### config.mk
export PLATFORM = sky130hd
export DESIGN_NAME = seq_mult_fsm
export DESIGN_NICKNAME = d
export VERILOG_FILES = /design/src/rtl/seq_mult_fsm_pkg.sv /design/src/rtl/seq_mult_datapath.sv /design/src/rtl/seq_mult_fsm.sv
export SDC_FILE = /design/constraint.sdc
export NUM_CORES = 1
export LEC_CHECK = 0
export ABC_AREA = 1
export CAP_MARGIN = 20
export CORE_AREA = 4 4 117 119
export CTS_CLUSTER_DIAMETER = 120
export CTS_CLUSTER_SIZE = 30
export DETAILED_ROUTE_END_ITERATION = 16
export DIE_AREA = 0 0 121 123
export PLACE_DENSITY = 0.6
export SLEW_MARGIN = 20
export SYNTH_ARGS = -nofsm -noshare
export SYNTH_HDL_FRONTEND = slang
export SYNTH_HIERARCHICAL = 1
export SYNTH_SLANG_ARGS = --single-unit
export TNS_END_PERCENT = 10
### constraint.sdc
create_clock -name clk -period 3.54 [get_ports clk]
set_input_delay 0.885 -clock clk [delete_from_list [all_inputs] [get_ports clk]]
set_output_delay 0.885 -clock clk [all_outputs]
set_load 0.1 [all_outputs]
### src/rtl/seq_mult_fsm_pkg.sv
// Shared definitions for the sequential shift-add multiplier: default operand width and
// the control FSM state encoding.
package seq_mult_fsm_pkg;

  localparam int unsigned DW = 16;

  typedef enum logic [1:0] {
    StIdle = 2'd0,
    StLoad = 2'd1,
    StRun  = 2'd2,
    StDone = 2'd3
  } mult_state_t;

endpackage

### src/rtl/seq_mult_datapath.sv
// Shift-add datapath: operand registers, right-shifting accumulator and the product
// register, sequenced by load/step/latch strobes from the control FSM.
module seq_mult_datapath #(
  parameter int unsigned Width = 16
) (
  input  logic               clk,
  input  logic               reset,
  input  logic               load_i,
  input  logic               step_i,
  input  logic               latch_i,
  input  logic [Width-1:0]   mcand_i,
  input  logic [Width-1:0]   mplier_i,
  output logic [2*Width-1:0] product_o
);

  logic [Width-1:0]   mcand_q, mcand_d;
  logic [Width-1:0]   mplier_q, mplier_d;
  logic [2*Width-1:0] acc_q, acc_d;
  logic [2*Width-1:0] product_q, product_d;
  logic [2*Width-1:0] acc_step;
  logic [Width-1:0]   addend;
  logic [Width:0]     upper_sum;

  // The low half of acc starts at zero, so the bit shifted out each step carries nothing.
  logic unused_acc_lsb;
  assign unused_acc_lsb = acc_q[0];

  always_comb begin
    addend    = mplier_q[0] ? mcand_q : '0;
    upper_sum = {1'b0, acc_q[2*Width-1:Width]} + {1'b0, addend};
    acc_step  = {upper_sum, acc_q[Width-1:1]};

    mcand_d   = mcand_q;
    mplier_d  = mplier_q;
    acc_d     = acc_q;
    product_d = product_q;

    if (load_i) begin
      mcand_d  = mcand_i;
      mplier_d = mplier_i;
      acc_d    = '0;
    end else if (step_i) begin
      acc_d    = acc_step;
      mplier_d = mplier_q >> 1;
    end

    // The final step's sum goes straight to the product so DONE shows it immediately.
    if (latch_i) begin
      product_d = acc_step;
    end
  end

  always_ff @(posedge clk or negedge reset) begin
    if (!reset) begin
      mcand_q   <= '0;
      mplier_q  <= '0;
      acc_q     <= '0;
      product_q <= '0;
    end else begin
      mcand_q   <= mcand_d;
      mplier_q  <= mplier_d;
      acc_q     <= acc_d;
      product_q <= product_d;
    end
  end

  assign product_o = product_q;

endmodule

### src/rtl/seq_mult_fsm.sv
// Control FSM for the unsigned sequential multiplier; drives the sibling iteration counter
// and the shift-add datapath, with start/ready and valid/ready handshakes.
module seq_mult_fsm
  import seq_mult_fsm_pkg::*;
#(
  parameter int unsigned Width = DW
) (
  input  logic               clk,
  input  logic               reset,
  input  logic               clear_i,
  input  logic               start_i,
  output logic               ready_o,
  input  logic [Width-1:0]   multiplicand_i,
  input  logic [Width-1:0]   multiplier_i,
  output logic [2*Width-1:0] product_o,
  output logic               result_valid_o,
  input  logic               result_ready_i,
  output logic               cnt_enable_o,
  output logic               cnt_sync_reset_o,
  input  logic               cnt_flag_i
);

  mult_state_t state_q, state_d;
  logic        load, step, latch;

  always_comb begin
    state_d          = state_q;
    load             = 1'b0;
    step             = 1'b0;
    latch            = 1'b0;
    ready_o          = 1'b0;
    result_valid_o   = 1'b0;
    cnt_enable_o     = 1'b0;
    cnt_sync_reset_o = 1'b0;

    unique case (state_q)
      StIdle: begin
        ready_o = 1'b1;
        if (start_i) begin
          load    = 1'b1;
          state_d = StLoad;
        end
      end
      StLoad: begin
        cnt_enable_o     = 1'b1;
        cnt_sync_reset_o = 1'b1;
        state_d          = StRun;
      end
      StRun: begin
        step = 1'b1;
        // Hold the counter at its terminal value on the last step.
        cnt_enable_o = ~cnt_flag_i;
        if (cnt_flag_i) begin
          latch   = 1'b1;
          state_d = StDone;
        end
      end
      StDone: begin
        result_valid_o = 1'b1;
        if (result_ready_i) begin
          state_d = StIdle;
        end
      end
      default: state_d = StIdle;
    endcase

    // Abort wins over every transition and must not disturb operands or product.
    if (clear_i) begin
      state_d = StIdle;
      load    = 1'b0;
      step    = 1'b0;
      latch   = 1'b0;
    end
  end

  always_ff @(posedge clk or negedge reset) begin
    if (!reset) begin
      state_q <= StIdle;
    end else begin
      state_q <= state_d;
    end
  end

  seq_mult_datapath #(
    .Width(Width)
  ) u_datapath (
    .clk      (clk),
    .reset    (reset),
    .load_i   (load),
    .step_i   (step),
    .latch_i  (latch),
    .mcand_i  (multiplicand_i),
    .mplier_i (multiplier_i),
    .product_o(product_o)
  );

endmodule

==> impl_metrics.env, run 1 <==
export IMPL_status="finished clean"
export IMPL_grt_max_degree=65
export IMPL_fin_tns_setup_ns=0
export IMPL_synthTopCellsByArea="dfrtp_1 49%, nand2_1 19%, inv_1 7.0%"
export IMPL_num_rows=41
export IMPL_grt_usage_pct=15.54
export IMPL_min_to="u_datapath/mcand_q[8]$_DFFE_PN0P_"
export IMPL_drt_iter0_drc=281
export IMPL_final_core_util_pct=47.90
export IMPL_num_io_pins=74
export IMPL_drive_gt1_share_pct=10.76
export IMPL_finClkSkew_ns=0.007508
export IMPL_period_share_pct=77.69
export IMPL_io_buffers=73
export IMPL_tightestPinTransition_ns=0.7889
export IMPL_grt_pass1_wl_mm=18.70
export IMPL_gp_congestion=0.8616
export IMPL_synth_edff_count=0
export IMPL_fillers=1246
export IMPL_post_cts_resized=0
export IMPL_clkTransAtPathRegs_ns=0.06
export IMPL_start_util_pct=39.40
export IMPL_die_width_um=121
export IMPL_reg2reg_slack_ns=1.05
export IMPL_drc=0
export IMPL_hold_class="flip-flop to flip-flop"
export IMPL_critPathMaxStageDelay_ns=0.43
export IMPL_cts_root_buf="clkbuf_16"
export IMPL_syn_inst=624
export IMPL_postCtsHoldBufs=0
export IMPL_dr_total_vias=4036
export IMPL_synth_area_leader_cell="dfrtp_1"
export IMPL_cts_buffers=9
export IMPL_n_antenna_cell=0
export IMPL_slew_headroom_pct=47.40
export IMPL_htreeDepth=3
export IMPL_rr_worst_depth=14
export IMPL_nNetsFinal=752
export IMPL_setup_viol=0
export IMPL_cts_tree="built"
export IMPL_hold_depth=2
export IMPL_vdd_ir_drop_max_mv=0.5468
export IMPL_clockBufferDepth=2
export IMPL_hold_start="u_datapath/mcand_q[8]$_DFFE_PN0P_"
export IMPL_die_h_um=123
export IMPL_synth_seq_cells=97
export IMPL_area_growth_pct=21.58
export IMPL_required_ns=2.65
export IMPL_ant_nets=0
export IMPL_synth_top_cell_area_share_pct=49.01
export IMPL_critPathArrivalTime_ns=1.87
export IMPL_routed_via_density=4.644
export IMPL_crit_type="input port to output port"
export IMPL_end_kind="output port"
export IMPL_grt_pass1_vias=3973
export IMPL_postCtsSetupRepairBufs=0
export IMPL_yosysMostFrequentCell="nand2_1"
export IMPL_dieArea_um2=14880
export IMPL_synth_common_cells="248 x nand2_1, 97 x dfrtp_1, 92 x inv_1, 31 x nand3_1, 22 x o21ai_0"
export IMPL_synthesis_area_um2=4952
export IMPL_syn_num_nets=683
export IMPL_fin_crit_ns=2.750
export IMPL_start_kind="input port"
export IMPL_cp_slowest_cell="clkdlybuf4s50_1"
export IMPL_rsz0062_at_grt="false"
export IMPL_r2r_end="u_datapath/product_o[31]$_DFFE_PN0P_"
export IMPL_crit_path_cell_trace="clkdlybuf4s50_1, inv_1, a21oi_1, nor2_1, buf_12"
export IMPL_drv_slew=0
export IMPL_power_density_nw_per_um2=997.7
export IMPL_synth_avg_cell_area_um2=7.936
export IMPL_drt_wl_total_mm=11.00
export IMPL_r2r_start="u_datapath/mplier_q[0]$_DFFE_PN0P_"
export IMPL_core_area_um2=12570
export IMPL_synth_top_flop_cell="dfrtp_1"
export IMPL_ys_warn_count=6
export IMPL_async_flop_share_pct=100.0
export IMPL_synth_seq_area_share_pct=49.01
export IMPL_dr_pass1_iters=4
export IMPL_clkLatencyLatePin_ns=0.34
export IMPL_overflow=0
export IMPL_synth_cell_types=31
export IMPL_wl_per_cell_um=12.65
export IMPL_hpwl_mm=8.142
export IMPL_max_freq_ghz=0.3636
export IMPL_leakagePower_uw=0.003282
export IMPL_antenna_found_initial=0
export IMPL_cap_viol_max_count=0
export IMPL_path_max_fanout=2
export IMPL_finalHoldViolations=0
export IMPL_crit_start="cnt_flag_i"
export IMPL_cts_sinks=97
routing by layer:
layer | global-route usage (%) | routed length [um] | up-vias
met5 | 0 | 0 | -
met4 | 4.462 | 105 | 0
met3 | 3.111 | 430 | 6
met2 | 23.38 | 4765 | 71
met1 | 22.81 | 5696 | 1868
li1 | - | - | 2091
area by class of cell:
class	instances	area, um^2	area share [%]
inverters	95	356.6	5.923
clock buffers	9	225.2	3.741
flip-flops and latches	97	2427	40.32
well taps	172	215.2	3.574
multi-input cells	410	2026	33.65
clock inverters	6	67.56	1.122
repair buffers	80	703.2	11.68
how the worst max path moves through the flow:
stage | end | slack [ns]
final | cnt_enable_o | 0.79
after global routing | cnt_enable_o | 0.73
after CTS | cnt_enable_o | 0.79
after detailed placement | u_datapath/mplier_q[1]$_DFFE_PN0P_ | 0.53
after global placement | u_datapath/mplier_q[1]$_DFFE_PN0P_ | 0.58
after floorplan | cnt_enable_o | 0.03
cells in the final DEF, fill, tap and decap left out:
cell type,count
nand2_1,248
dfrtp_1,97
inv_1,92
buf_4,43
clkdlybuf4s50_1,36
nand3_1,31
o21ai_0,22
ha_1,20
nor2_1,18
o22ai_1,15
o221ai_1,12
clkbuf_16,9
a21oi_1,8
nor3_1,4
nand2_2,4
nand4_1,4
nand3_2,4
nor2_2,3
or2_1,3
clkinv_2,2
nor2_4,2
inv_2,2
o211ai_1,2
nand3b_1,2
xor2_1,2
o21ai_1,2
bufinv_16,1
clkinvlp_4,1
inv_8,1
inv_6,1
buf_12,1
clkinv_1,1
or2_4,1
xnor2_1,1
a211oi_1,1
fa_1,1
worst max-delay path, delay by kind of cell:
kind,cells,cell delay (ns)
buffers and inverters,3,0.72
and+or+nand+nor,1,0.20
AOI/OAI and AO/OA,1,0.06
registers in the layout (all words and copies together), names as in the netlist:
name / cells
u_datapath/mplier_q: 16
state_q: 2
u_datapath/acc_q: 31
u_datapath/mcand_q: 16
u_datapath/product_o: 32
cell families after synthesis:
group,count (synthesis),synth area share [%]
buf+inv,117,10.13
flops,97,49.01
fa+ha+maj,21,5.457
xor+xnor,3,0.5307
compound gates,62,7.706
simple gates,324,27.16
metrics by stage:
step	hold WS (ns)	area, um^2	std cells	power (uW)	setup WS (ns)
final	0.4752	6021	869	6007	0.7899
after global routing	0.4873	6021	869	6437	0.7251
after CTS	0.4777	6021	869	6063	0.7906
after detailed placement	0.4631	5728	854	5066	0.5300
after global placement	0.4573	5728	854	5019	0.5833
after floorplan	0.4417	4952	624	4353	0.02813
where the power goes:
group / internal (uW) / switching, uW
Combinational: 851 / 2350
Clock: 549 / 423
Sequential: 1580 / 250
No activity file was read; power rests on OpenSTA's default activity.
==> run 2: changes to the inputs <==
--- a/config.mk
+++ b/config.mk
@@ -12,7 +12,7 @@
 export CTS_CLUSTER_SIZE = 30
 export DETAILED_ROUTE_END_ITERATION = 16
 export DIE_AREA = 0 0 121 123
-export PLACE_DENSITY = 0.6
+export PLACE_DENSITY = 0.62
 export SLEW_MARGIN = 20
 export SYNTH_ARGS = -nofsm -noshare
 export SYNTH_HDL_FRONTEND = slang
==> constraint.sdc (replaced) <==
create_clock -name clk -period 2.5 [get_ports clk]
set_input_delay 0.625 -clock clk [delete_from_list [all_inputs] [get_ports clk]]
set_output_delay 0.625 -clock clk [all_outputs]
set_load 0.1 [all_outputs]
==> run 2 against run 1 <==
Combinational power increased by 46%. Sequential cell count unchanged. Sequential share of layout area decreased by 0.85 points. Worst setup slack got worse by 0.56 ns. Core utilization is 1.0 points higher. Total power grew 45%. Global-route usage rose by 0.55 points. Sequential power rose by 40%. Cell count increased by 0.81%. Critical path depth stayed put.
==> impl_metrics.env, run 2 (synthesized netlist as in run 1, its figures left out) <==
export IMPL_status="finished clean"
export IMPL_final_area_um2=6151
export IMPL_critPathMaxStageDelay_ns=0.49
export IMPL_die_h_um=123
export IMPL_critPathBufInv=3
export IMPL_cts_root_buf="clkbuf_16"
export IMPL_nNetsFinal=758
export IMPL_cap_viol_max_count=0
export IMPL_vdd_ir_drop_max_mv=0.8619
export IMPL_gp_congestion=0.8200
export IMPL_start_kind="input port"
export IMPL_crit_path_cell_trace="clkdlybuf4s50_1, inv_1, a21oi_1, nor2_4, buf_12"
export IMPL_routed_via_density=4.642
export IMPL_dr_total_vias=4066
export IMPL_switching_share_pct=49.93
export IMPL_clkTransAtPathRegs_ns=0.07
export IMPL_largest_register_ffs=32
export IMPL_required_ns=1.88
export IMPL_cts_sinks=97
export IMPL_seqPwrFrac_pct=29.5
export IMPL_dieArea_um2=14880
export IMPL_post_cts_resized=0
export IMPL_drv_slew=0
export IMPL_grt_max_degree=51
export IMPL_start_util_pct=39.40
export IMPL_worst_slack_ns=0.2316
export IMPL_num_rows=41
export IMPL_grt_usage_pct=16.08
export IMPL_die_width_um=121
export IMPL_crit_type="input port to output port"
export IMPL_final_cell_mix="248 x nand2_1, 97 x dfrtp_1, 92 x inv_1, 45 x buf_4, 36 x clkdlybuf4s50_1"
export IMPL_wl_per_cell_um=12.69
export IMPL_dr_pass1_iters=5
export IMPL_cts_buffers=9
export IMPL_ant_nets=0
export IMPL_n_antenna_cell=0
export IMPL_path_max_fanout=2
export IMPL_fin_tns_setup_ns=0
export IMPL_clockPowerShare_pct=16.8
export IMPL_tightestPinTransition_ns=0.6163
export IMPL_clockBufferDepth=2
export IMPL_preCtsSetupSlack_ns=0.007489
export IMPL_max_freq_ghz=0.4408
export IMPL_area_growth_pct=24.20
export IMPL_critPathArrivalTime_ns=1.64
export IMPL_hpwl_mm=8.313
export IMPL_num_io_pins=74
export IMPL_drt_wl_total_mm=11.12
export IMPL_hold_class="input port to async pin"
export IMPL_layout_commonest_cell="nand2_1"
export IMPL_rsz0062_at_grt="false"
export IMPL_comb_power_share_pct=53.7
export IMPL_setup_viol=0
export IMPL_core_area_um2=12570
export IMPL_cpLargestDelayFamily="buffers and inverters"
export IMPL_antenna_found_initial=0
export IMPL_htreeDepth=3
export IMPL_slew_headroom_pct=58.91
export IMPL_drc=0
export IMPL_placed_cell_area_um2=5833
export IMPL_end_kind="output port"
export IMPL_grt_pass1_vias=4068
export IMPL_power_density_nw_per_um2=1415
export IMPL_finClkSkew_ns=0.007706
export IMPL_clkLatencyLatePin_ns=0.35
export IMPL_drt_iter0_drc=388
export IMPL_drive_gt1_share_pct=11.93
export IMPL_postCtsHoldBufs=0
export IMPL_cts_tree="built"
export IMPL_p_sw_uw=4346
export IMPL_io_buffers=73
export IMPL_fin_crit_ns=2.268
export IMPL_postCtsSetupRepairBufs=0
export IMPL_grt_pass1_wl_mm=19.13
export IMPL_finalHoldViolations=0
export IMPL_cp_slowest_cell="clkdlybuf4s50_1"
export IMPL_p_int_uw=4359
export IMPL_leakagePower_uw=0.003342
export IMPL_period_share_pct=90.74
export IMPL_overflow=0
[run 2: cell count changes in the layout (fill, tap and decap cells not counted), sizes merged]
cell	previous run	this run
buf	44	50
inv	96	99
clkinv	3	1
clkbuf	9	10
clkinvlp	1	0
[run 2: routing by layer]
metal  global-route usage (%)  up-vias  wire length [um]
met4                    6.941        0               240
met5                        0        -                 0
met1                    22.12     1871              5375
li1                         -     2102                 -
met2                    25.11       77              5050
met3                    2.836       16               454
[run 2: through the flow]
step           cells  power (uW)  util (%)  hold WS [ns]
3_5_place_dp     860        7279     46.41        0.4611
5_1_grt          876        9314     48.94        0.3348
2_1_floorplan    624        6183         -        0.3294
3_3_place_gp     860        7201     46.41        0.4590
6_report         876        8704     48.94        0.2791
4_1_cts          876        8783     48.94        0.3049
[run 2: path summary, 6_finish.rpt]
kind | startpoint | end | slack (ns) | cells after the start
worst max register to register | state_q[0]$_DFFE_PN0P_ | u_datapath/acc_q[19]$_DFFE_PN0P_ | 0.30 | 9
worst min-delay path | reset | u_datapath/mplier_q[7]$_DFFE_PN0P_ | 0.28 | 1
worst max-delay path | cnt_flag_i | cnt_enable_o | 0.23 | 5
min in group clk | u_datapath/mcand_q[10]$_DFFE_PN0P_ | u_datapath/mcand_q[10]$_DFFE_PN0P_ | 0.48 | 2
worst min register to register | u_datapath/mcand_q[10]$_DFFE_PN0P_ | u_datapath/mcand_q[10]$_DFFE_PN0P_ | 0.48 | 2
max in group asynchronous | reset | u_datapath/mplier_q[1]$_DFFE_PN0P_ | 1.59 | 2
[run 2: cell type report]
type,count,area (um^2)
clock inverters,6,78.83
well taps,172,215.2
flip-flops and latches,97,2427
multi-input cells,410,2036
fillers,1259,6417
clock buffers,10,239.0
inverters,95,356.6
repair buffers,86,798.3
[run 2: power by group through the flow]
stage          Clock (uW)  Sequential, uW  Combinational [uW]
6_report             1470            2570                4670
5_1_grt              1570            2650                5090
4_1_cts              1510            2580                4700
3_5_place_dp            0            2600                4680
3_3_place_gp            0            2580                4620
2_1_floorplan           0            4040                2140
==> run 3: changes to the inputs <==
--- a/config.mk
+++ b/config.mk
@@ -7,11 +7,11 @@
 export LEC_CHECK = 0
 export ABC_AREA = 1
 export CAP_MARGIN = 20
-export CORE_AREA = 4 4 117 119
+export CORE_AREA = 4 4 112 124
 export CTS_CLUSTER_DIAMETER = 120
 export CTS_CLUSTER_SIZE = 30
 export DETAILED_ROUTE_END_ITERATION = 16
-export DIE_AREA = 0 0 121 123
+export DIE_AREA = 0 0 116 128
 export PLACE_DENSITY = 0.62
 export SLEW_MARGIN = 20
 export SYNTH_ARGS = -nofsm -noshare
==> run 3 against run 2 <==
Combinational power about the same. Clock-buffer cell count down 1. Register-to-register slack better by 0.04 ns. First-iteration DRC count down 43%. Clock power about the same. Worst hold slack worse by 0.069 ns. Die area down 0.24%. Sequential share of layout area up 0.14 points. Cell area down 0.35%. Worst setup slack better by 0.025 ns. Highest routed layer unchanged.
==> impl_metrics.env, run 3 (synthesized netlist as in run 1, its figures left out) <==
export IMPL_status="finished clean"
export IMPL_drv_slew=0
export IMPL_required_ns=1.88
export IMPL_crit_path_cell_trace="clkdlybuf4s50_1, inv_1, a21oi_1, nor2_4, buf_12"
export IMPL_wl_per_cell_um=13.25
export IMPL_rsz0062_at_grt="false"
export IMPL_finalHoldViolations=0
export IMPL_r2r_start="u_datapath/mplier_q[0]$_DFFE_PN0P_"
export IMPL_start_util_pct=39.34
export IMPL_ant_nets=0
export IMPL_reg2reg_slack_ns=0.34
export IMPL_htreeDepth=3
export IMPL_cts_sinks=97
export IMPL_gp_congestion=0.8791
export IMPL_cts_tree="built"
export IMPL_clkTransAtPathRegs_ns=0.07
export IMPL_fin_crit_ns=2.243
export IMPL_power_density_nw_per_um2=1425
export IMPL_leakagePower_uw=0.003340
export IMPL_tightestPinTransition_ns=0.4623
export IMPL_rr_worst_depth=13
export IMPL_dieArea_um2=14850
export IMPL_crit_start="cnt_flag_i"
export IMPL_cpLargestDelayFamily="buffers and inverters"
export IMPL_start_kind="input port"
export IMPL_n_antenna_cell=0
export IMPL_die_h_um=128
export IMPL_end_kind="output port"
export IMPL_hold_class="input port to async pin"
export IMPL_area_growth_pct=23.77
export IMPL_layout_commonest_cell="nand2_1"
export IMPL_postCtsSetupRepairBufs=0
export IMPL_cts_buffers=9
export IMPL_setup_viol=0
export IMPL_period_share_pct=89.73
export IMPL_ff_latch_area_um2=2427
export IMPL_nNetsFinal=758
export IMPL_clkLatencyLatePin_ns=0.35
export IMPL_crit_type="input port to output port"
export IMPL_fillers=1249
export IMPL_grt_pass1_wl_mm=19.38
export IMPL_r2r_end="u_datapath/product_o[27]$_DFFE_PN0P_"
export IMPL_overflow=0
export IMPL_multi_input_area_um2=2041
export IMPL_max_freq_ghz=0.4458
export IMPL_finClkSkew_ns=0.007169
export IMPL_final_cell_mix="248 x nand2_1, 97 x dfrtp_1, 92 x inv_1, 46 x buf_4, 36 x clkdlybuf4s50_1"
export IMPL_cp_slowest_cell="clkdlybuf4s50_1"
export IMPL_critPathArrivalTime_ns=1.62
export IMPL_grt_max_degree=68
export IMPL_grt_usage_pct=16.41
export IMPL_critPathBufInv=3
export IMPL_die_width_um=116
export IMPL_drive_gt1_share_pct=12.07
export IMPL_grt_pass1_vias=4182
export IMPL_final_core_util_pct=48.69
export IMPL_hpwl_mm=8.638
export IMPL_cts_root_buf="clkbuf_16"
export IMPL_critPathMaxStageDelay_ns=0.48
export IMPL_routed_via_density=4.761
export IMPL_io_buffers=73
export IMPL_cap_viol_max_count=0
export IMPL_drt_wl_total_mm=11.40
export IMPL_drt_iter0_drc=223
export IMPL_num_io_pins=74
export IMPL_vdd_ir_drop_max_mv=1.106
export IMPL_fin_tns_setup_ns=0
export IMPL_dr_total_vias=4099
export IMPL_postCtsHoldBufs=0
export IMPL_path_max_fanout=2
export IMPL_antenna_found_initial=0
export IMPL_num_rows=43
export IMPL_dr_pass1_iters=4
export IMPL_largest_register_ffs=32
export IMPL_clockBufferDepth=2
export IMPL_slew_headroom_pct=69.14
export IMPL_core_area_um2=12590
export IMPL_drc=0
export IMPL_post_cts_resized=0
-- run 3: stage by stage --
step           cell area (um^2)  power (uW)  hold WS, ns  std cells  setup WS, ns
6_report                   6130        8733       0.2105        861        0.2568
5_1_grt                    6130        9330       0.2319        861        0.1388
4_1_cts                    6130        8831       0.2154        861        0.2442
3_5_place_dp               5807        7316       0.4603        845        0.1320
3_3_place_gp               5807        7225       0.4580        845        0.1738
2_1_floorplan              4962        6183       0.3294        624        0.1952
-- run 3: report_power, final --
part | switching, uW | internal, uW | total [uW] | leakage, uW
Sequential | 344 | 2240 | 2590 | 0.00125
Combinational | 3390 | 1280 | 4670 | 0.00193
Clock | 669 | 811 | 1480 | 0.000159
-- run 3: worst max-delay path by stage --
stage                                                end  slack (ns)  cells after the start
finish                                      cnt_enable_o        0.26                      5
global placement      u_datapath/mplier_q[1]$_DFFE_PN0P_        0.17                      9
CTS                                         cnt_enable_o        0.24                      5
floorplan             u_datapath/mplier_q[2]$_DFFE_PN0P_        0.20                     10
global route        u_datapath/product_o[27]$_DFFE_PN0P_        0.14                     13
detailed placement    u_datapath/mplier_q[1]$_DFFE_PN0P_        0.13                      9
-- run 3: routing by layer --
metal / share of wire (%) / GRT usage (%) / vias up
met5: 0 / 0 / -
met3: 4.6 / 2.691 / 11
met1: 45 / 21.15 / 1896
met4: 1.6 / 6.416 / 0
li1: - / - / 2106
met2: 49 / 27.46 / 86
-- run 3: cell type report --
type / count / area share (%)
clock buffer: 9 / 3.674
clock inverter: 7 / 1.592
timing repair buffer: 86 / 12.82
tap: 157 / 3.205
inverter: 95 / 5.818
sequential: 97 / 39.60
multi-input combinational: 410 / 33.29
